### src/rtl/prio_scan_encoder_pkg.sv
// Shared types and constants for the priority scan encoder.
package prio_scan_pkg;

  // Two-state controller: IDLE accepts a vector, SCAN emits its beats.
  typedef enum logic {
    IDLE = 1'b0,
    SCAN = 1'b1
  } state_e;

  // Scan order encoding carried on the mode input.
  localparam logic MODE_LSB = 1'b0;
  localparam logic MODE_MSB = 1'b1;

endpackage

### src/rtl/prio_scan_encoder_find_first_set.sv
// Combinational first-set-bit finder. MSB_FIRST selects which end of the
// vector wins. at_most_one flags a vector with zero or one bit set, which
// the controller uses to recognise the final beat.
module find_first_set #(
  parameter  int WIDTH     = 16,
  parameter  bit MSB_FIRST = 1'b0,
  localparam int IDX_W     = $clog2(WIDTH)
) (
  input  logic [WIDTH-1:0] vec,
  output logic [IDX_W-1:0] idx,
  output logic             at_most_one
);

  // Priority search: the last matching iteration wins, so the loop runs
  // from the low-priority end toward the high-priority end.
  always_comb begin
    // NOTE: every output of a combinational block gets a default first so
    // no path leaves it unassigned, which would infer a latch.
    idx = '0;
    if (MSB_FIRST) begin
      for (int i = 0; i < WIDTH; i++) begin
        if (vec[i]) idx = IDX_W'(i);
      end
    end else begin
      for (int i = WIDTH - 1; i >= 0; i--) begin
        if (vec[i]) idx = IDX_W'(i);
      end
    end
  end

  // Clearing the lowest set bit leaves zero only when at most one was set.
  assign at_most_one = ((vec & (vec - 1'b1)) == '0);

endmodule

### src/rtl/prio_scan_encoder.sv
// Priority scan encoder: accepts a request vector, then emits one beat per
// set bit (LSB-first or MSB-first) over a valid/ready output stream. An
// all-zero vector produces a single beat flagged with out_zero.
module prio_scan_encoder
  import prio_scan_pkg::*;
#(
  parameter  int WIDTH = 16,
  localparam int IDX_W = $clog2(WIDTH)
) (
  input  logic             clk,
  input  logic             rst_n,
  input  logic             in_valid,
  output logic             in_ready,
  input  logic [WIDTH-1:0] in_data,
  input  logic             mode,
  output logic             out_valid,
  input  logic             out_ready,
  output logic [IDX_W-1:0] out_idx,
  output logic [IDX_W:0]   out_seq,
  output logic             out_last,
  output logic             out_zero,
  output logic             status
);

  state_e             state_q, state_d;
  logic [WIDTH-1:0]   pending;
  logic [WIDTH-1:0]   pending_clr;
  logic [IDX_W:0]     seq;
  logic               zero_q;
  logic               mode_q;

  logic [IDX_W-1:0]   lsb_idx, msb_idx, sel_idx;
  logic               lsb_single, msb_single;
  logic               sel_last;
  logic               accept, out_fire;

  find_first_set #(.WIDTH(WIDTH), .MSB_FIRST(1'b0)) u_ffs_lsb (
    .vec         (pending),
    .idx         (lsb_idx),
    .at_most_one (lsb_single)
  );

  find_first_set #(.WIDTH(WIDTH), .MSB_FIRST(1'b1)) u_ffs_msb (
    .vec         (pending),
    .idx         (msb_idx),
    .at_most_one (msb_single)
  );

  // Both finders see the same vector, so the single-bit flags always agree;
  // the captured mode only picks which index is reported.
  assign sel_idx  = (mode_q == MODE_MSB) ? msb_idx : lsb_idx;
  assign sel_last = (mode_q == MODE_MSB) ? msb_single : lsb_single;

  assign in_ready  = (state_q == IDLE);
  assign out_valid = (state_q == SCAN);
  assign status    = out_valid;
  assign accept    = in_valid && in_ready;
  assign out_fire  = out_valid && out_ready;

  // pending is zero whenever nothing is held, so the index needs no gating;
  // last is gated so it reads low while idle and during reset.
  assign out_idx  = sel_idx;
  assign out_last = out_valid && sel_last;
  assign out_zero = zero_q;
  assign out_seq  = seq;

  // Retire the bit just emitted.
  always_comb begin
    pending_clr          = pending;
    pending_clr[sel_idx] = 1'b0;
  end

  // State register.
  always_ff @(posedge clk or negedge rst_n) begin
    // NOTE: sequential state uses non-blocking assignments so every
    // register samples pre-edge values regardless of statement order.
    if (!rst_n) state_q <= IDLE;
    else        state_q <= state_d;
  end

  // Next-state logic: one vector at a time, leave SCAN on the last beat.
  always_comb begin
    state_d = state_q;
    unique case (state_q)
      IDLE: if (in_valid)              state_d = SCAN;
      SCAN: if (out_ready && sel_last) state_d = IDLE;
      default:                         state_d = IDLE;
    endcase
  end

  // Vector capture on acceptance, bit retirement and beat counting on each
  // output handshake. Inputs are ignored entirely while scanning.
  always_ff @(posedge clk or negedge rst_n) begin
    if (!rst_n) begin
      pending <= '0;
      seq     <= '0;
      zero_q  <= 1'b0;
      mode_q  <= MODE_LSB;
    end else if (accept) begin
      pending <= in_data;
      seq     <= '0;
      zero_q  <= (in_data == '0);
      mode_q  <= mode;
    end else if (out_fire) begin
      pending <= pending_clr;
      seq     <= seq + 1'b1;
    end
  end

endmodule

### config.mk
export PLATFORM = sky130hd
export DESIGN_NAME = prio_scan_encoder
export DESIGN_NICKNAME = d
export VERILOG_FILES = /design/src/rtl/prio_scan_encoder_pkg.sv /design/src/rtl/prio_scan_encoder_find_first_set.sv /design/src/rtl/prio_scan_encoder.sv
export SDC_FILE = /design/constraint.sdc
export NUM_CORES = 1
export LEC_CHECK = 0
export CAP_MARGIN = 10
export CORE_MARGIN = 5
export CORE_UTILIZATION = 50
export CTS_CLUSTER_DIAMETER = 30
export DETAILED_ROUTE_END_ITERATION = 10
export DONT_BUFFER_PORTS = 1
export PLACE_DENSITY = 0.68
export SLEW_MARGIN = 5
export SYNTH_ARGS = -nofsm -noshare
export SYNTH_HDL_FRONTEND = slang
export SYNTH_HIERARCHICAL = 1
export SYNTH_SLANG_ARGS = --single-unit
### constraint.sdc
create_clock -name clk -period 2.31 [get_ports clk]
set_clock_uncertainty 0.1 [all_clocks]
set_input_delay 0.231 -clock clk [delete_from_list [all_inputs] [get_ports clk]]
set_output_delay 0.231 -clock clk [all_outputs]
set_load 0.1 [all_outputs]
# Word level (Yosys, flattened, before mapping)
# Index checks and enable logic that the tools add are counted.
# classes
reduce_logical	8
add_sub_neg	2
mux	41
n_bitwise	4
div_mod_pow	0
multipliers	0
n_shift	0
eq_ne	0
n_lt_le_gt_ge	2
# op_table
cell	count
$mux W4	25
$and A16 B16 Y16	2
$logic_not A16 Y1	2
$mux W16	2
$not A16 Y16	1
$sub A16 B1 Y16 const B	1
$mux W3	4
$mux W5	2
$add A5 B1 Y5 const B	1
$logic_and A1 B1 Y1	5
$lt A4 B5 Y1 const B	1
$demux W1 S4	1
$ge A4 B1 Y1 const B	1
$mux W1	4
$mux W2	2
$pmux W1 S2	1
$reduce_bool A2 Y1	1
$not A1 Y1	1
# word_totals
rom_bits	0
latchBits	0
wordCells	62
inputBits	21
reg_bits	24
ram_bits	0
output_inout_bits	14
memories	0

# Longest topological paths before layout
# depth
ltp_word	25
depth_mapped	8
depth_no_buf	8

# Hierarchy
# Netlist, hierarchy kept.
# by_module_without_submodules
mod	seq_area_each_um2	cells_per_inst	area_each_um2	instances
prio_scan_encoder	600.6	122	1263.7	1
find_first_set (u_ffs_lsb)	0.0	54	325.3	1
find_first_set (u_ffs_msb)	0.0	45	264.0	1

# Worst setup path before layout
# No wires, ideal clock.
# synth_timing
path_kind	reg-to-output
start	register pending[3]
end	output port out_idx[3]
stages_incl_launch_ff	5
t_required_ns	1.979
path_buffers	0
slack_ns	-1.601
arrival_ns	3.580
path_cell_list	dfrtp_1 -> or4_4 -> a311oi_1 -> inv_1 -> o21ai_0
# synth_between
elab_chain_cells	5
# synth_lines
item	line	text
start, declared	prio_scan_encoder.sv:26	logic [WIDTH-1:0] pending;
start signal, assigned	prio_scan_encoder.sv:100	pending <= in_data;
start signal, assigned	prio_scan_encoder.sv:105	pending <= pending_clr;
$mux W4 (4 in series)	prio_scan_encoder_find_first_set.sv:26	if (vec[i]) idx = IDX_W'(i);
named net lsb_idx[3]	prio_scan_encoder.sv:32	logic [IDX_W-1:0] lsb_idx, msb_idx, sel_idx;
$mux W4	prio_scan_encoder.sv:51	assign sel_idx = (mode_q == MODE_MSB) ? msb_idx : lsb_idx;
end, declared	prio_scan_encoder.sv:18	output logic [IDX_W-1:0] out_idx,
# The timed path passes the listed nets, and every way through them passes these cells.

# Worst setup path after layout
# layout_timing
start	register pending[3]
end	output port out_last
# layout_between
elab_chain_cells	4
# layout_lines
item	line	text
$sub A16 B1 Y16	prio_scan_encoder_find_first_set.sv:32	assign at_most_one = ((vec & (vec - 1'b1)) == '0);
$and A16 B16 Y16 *	prio_scan_encoder_find_first_set.sv:32	
$logic_not A16 Y1 *	prio_scan_encoder_find_first_set.sv:32	
named net lsb_single	prio_scan_encoder.sv:33	logic lsb_single, msb_single;
$logic_and A1 B1 Y1 *	prio_scan_encoder.sv:63	assign out_last = out_valid && sel_last;
end, declared	prio_scan_encoder.sv:20	output logic out_last,
# The timed path passes the listed nets; every way through them passes the cells marked *.

==> results.md <==
- Status: finished with violations
- Violated checks: negative setup slack
- Nets: 317
- Arrival @ worst endpoint: 2.54 ns
- Leading register cell type out of synthesis: sky130_fd_sc_hd__dfrtp_1
- Final Hold Fails: 0
- Tightest Pin Transition: 1.08 ns
- Mean cell area of the mapped netlist: 8.38 um2
- HPWL after detailed placement: 4620 um
- Initial antenna violation count: 0
- Post-synth net total: 243
- Detailed-router iteration count before antenna repair: 5
- Pin count of the biggest net entering global routing: 25
- Compound-Gate Fraction of Synth Area: between 20% and 30%
- Top-level port count: 35
- Ranking of synthesized cells by area: sky130_fd_sc_hd__dfrtp_1 (32%), sky130_fd_sc_hd__mux2i_1 (10%), sky130_fd_sc_hd__a21oi_1 (7.3%)
- Worst hold slack: 0.00236 ns
- Number of library cell types mapped by synthesis: 46
- Mux cell area share after synthesis: 11.6%
- Global-route wire length before repair: between 10000 and 15000 um
- Remaining global-route overflow: 0
- Maximum fanout along the worst path: 3
- Antenna diode count: 0
- TritonCTS Buffers: 3
- Number of levels the H-tree was split into: 1
- Routability congestion estimate: 0.916
- WL/cell: 20.5 um
- Placeable core region: 0.00363 mm2
- Post-synthesis simple-gate area fraction: 26.3%
- Starting Density: 51.0%
- Ys Warns: 6
- Syn Std Cell Area: 0.00185 mm2
- Pre-CTS WS: -0.168 ns
- Arithmetic-cell share of the synthesized area counting full adders, half adders and majority gates: 2.36%
- Required time of the critical path: 1.98 ns
- Count of buffers from port buffering: 0
- Highest achievable clock rate: ~350 MHz
- Clock tree from TritonCTS: yes
- Number of slew-limit violations in the final report: 0
- Sequential share of the synthesized area: 32.4%
- Bufs on Longest Clock Path: 2
- Dominant combinational cell family by area after synthesis: simple AND/OR/NAND/NOR gates
- Post-detailed-route DRC marker count: 0
- Share of final-layout standard cells stronger than drive strength 1: 42.9%
- Gr usage total: 27.3%
- Headroom to the max-slew limit: roughly 28%
- Worst setup EP type: primary output
- Initial drt markers: 266
- Horizontal die dimension: 70.9 um
- Element type at the critical path start: flip-flop
- Classification of the worst-slack hold path: in -> reg
- Setup repair after global routing missed its margin: true
- Max-cap violations: 0
- Area fraction of the dominant cell type after synthesis: about 32%
- Filler cells: 276
- Async SR Flop Fraction: 100%
- Standard-cell row count: 22
- Library cell with the largest summed area after synthesis: sky130_fd_sc_hd__dfrtp_1
- Die Ht: just over 70 um
- Via count of the first global-routing pass: about 2100
- Time the final worst path needs with I/O delays and setup: 2.88 ns
- Worst Slack Setup Final: -0.565 ns
- Area growth syn-to-layout: 49.9%
- Total negative slack: -4.22 ns
- Clock transition at the registers of the reported paths: 0.09 ns
- Type of the worst setup path: reg -> out
- Clock latency at the later pin of the worst-skew pair: 0.27 ns
- Post-synth EDFFs: 0
- Die Outline Area: approximately 0.005 mm2
- Xor/xnor share of the synthesized area: less than 1%
- Vias per cell: around 6.5
- Remaining number of nets flagged by the antenna check after routing: 0
- Vias: between 2000 and 2500
- Mapped Cells: 221
- Part of the cycle the worst path needs: 124%
- CTS Root Buffer Type: sky130_fd_sc_hd__clkbuf_8
- Count of endpoints failing setup in the final report: 22
- TritonCTS sink count: 24
- Detailed-route wire length: roughly 7000 um
- Post-synthesis sequential element count: 24
-- area by class of cell --
class	instances	area (um2)	area share, %
sequential	24	608	21.9
clock buffer	3	41.3	1.49
tap	48	60.1	2.16
inverter	11	48.8	1.76
timing repair buffer	75	649	23.4
clock inverter	1	30.0	1.08
multi-input combinational	180	1340	48.2
-- routing by layer --
| layer | vias up | global-route usage (%) | wire (um) |
|---|---|---|---|
| li1 | 987 | - | - |
| met1 | 1066 | 37.9 | 2760 |
| met2 | 137 | 42.6 | 3300 |
| met3 | 50 | 4.40 | 600 |
| met4 | 0 | 10.9 | 366 |
| met5 | - | 0 | 0 |
-- state kept, by name, summed over array words and instances (netlist names) --
register / count
out_zero: 1
mode_q: 1
out_seq: 5
out_valid: 1
pending: 16
-- synthesized netlist by cell type, types with 2 or more instances --
library cell and instances:
sky130_fd_sc_hd__a21oi_1 27, sky130_fd_sc_hd__dfrtp_1 24, sky130_fd_sc_hd__nand2_1 20, sky130_fd_sc_hd__mux2i_1 19, sky130_fd_sc_hd__nor2_1 15, sky130_fd_sc_hd__o21ai_0 13
sky130_fd_sc_hd__inv_1 11, sky130_fd_sc_hd__nor3_1 11, sky130_fd_sc_hd__nor4_1 11, sky130_fd_sc_hd__nand3_1 5, sky130_fd_sc_hd__o22ai_1 4, sky130_fd_sc_hd__o31ai_1 4
sky130_fd_sc_hd__a211oi_1 3, sky130_fd_sc_hd__a22oi_1 3, sky130_fd_sc_hd__a31oi_1 3, sky130_fd_sc_hd__nand4_1 3, sky130_fd_sc_hd__or3_1 3, sky130_fd_sc_hd__or3b_1 3
sky130_fd_sc_hd__a2111oi_0 2, sky130_fd_sc_hd__buf_2 2, sky130_fd_sc_hd__buf_4 2, sky130_fd_sc_hd__buf_6 2, sky130_fd_sc_hd__maj3_1 2, sky130_fd_sc_hd__nand3b_1 2
sky130_fd_sc_hd__nor2b_1 2, sky130_fd_sc_hd__nor3_2 2, sky130_fd_sc_hd__o21bai_1 2, sky130_fd_sc_hd__o41ai_1 2, sky130_fd_sc_hd__or4_4 2
-- worst max-delay path: stages, from the launching register on --
cell	delay, ns
sky130_fd_sc_hd__dfrtp_2	0.42
sky130_fd_sc_hd__or4_4	0.56
sky130_fd_sc_hd__nor3_2	0.23
sky130_fd_sc_hd__nor2_1	0.08
sky130_fd_sc_hd__a2bb2oi_1	0.14
sky130_fd_sc_hd__nor4_2	0.32
sky130_fd_sc_hd__mux2i_1	0.20
sky130_fd_sc_hd__nor2_4	0.14
sky130_fd_sc_hd__buf_12	0.18
-- final timing paths --
| check | start | slack, ns | cells past startpoint | to |
|---|---|---|---|---|
| max | pending[3] | -0.57 | 8 | out_last |
| min | in_valid | 0.002 | 1 | out_valid |
| max reg2reg | pending[3] | -0.24 | 11 | pending[5] |
| min reg2reg | out_seq[1] | 0.48 | 2 | out_seq[1] |
| max in group asynchronous | rst_n | 0.88 | 1 | pending[10] |
| min in group asynchronous | rst_n | 0.51 | 1 | out_seq[2] |
-- layout by cell type (no fill, tap or decap), drive strengths merged, types with 2 or more instances in the layout --
master,instances
maj3,3
nand2,20
nand2b,2
o31ai,4
or3b,3
o21ai,14
a21oi,28
nor2,15
a2111oi,2
dfrtp,24
clkbuf,3
or4,2
a31oi,3
nand3b,2
nand4,3
a211oi,3
a22oi,3
o22ai,4
inv,9
nor2b,2
or3,4
nand3,5
mux2i,20
o41ai,2
dlygate4sd3,2
buf,73
clkinvlp,2
nor3,13
o21bai,2
nor4,12
-- metrics by stage --
stage                     area, um2  cells  util (%)
after floorplan                1880    221         -
after global placement         2410    325      66.4
after detailed placement       2410    325      66.4
after CTS                      2670    339      73.5
after global routing           2780    342      76.4
final                          2780    342      76.4
-- timing repair --
action | 4_1_cts | 5_1_grt
hold buffers | 2 | 0
setup endpoints to repair | 21 | 22
pin swaps | 8 | 6
buffers inserted | 8 | 3
hold endpoints to repair | 25 | 0
gates resized for setup | 26 | 20
-- logic make-up after synthesis --
| group | count (synthesis) |
|---|---|
| AO/OA/AOI/OAI | 68 |
| buffers and inverters | 17 |
| XOR/XNOR | 1 |
| multiplexers | 21 |
| flip-flops | 24 |
| adder cells (fa/ha/maj) | 4 |
| AND/OR/NAND/NOR | 86 |
Power is left out: the tool's default activity adds up to more than one toggle a clock period on the data nets, which glitch-free logic cannot reach.
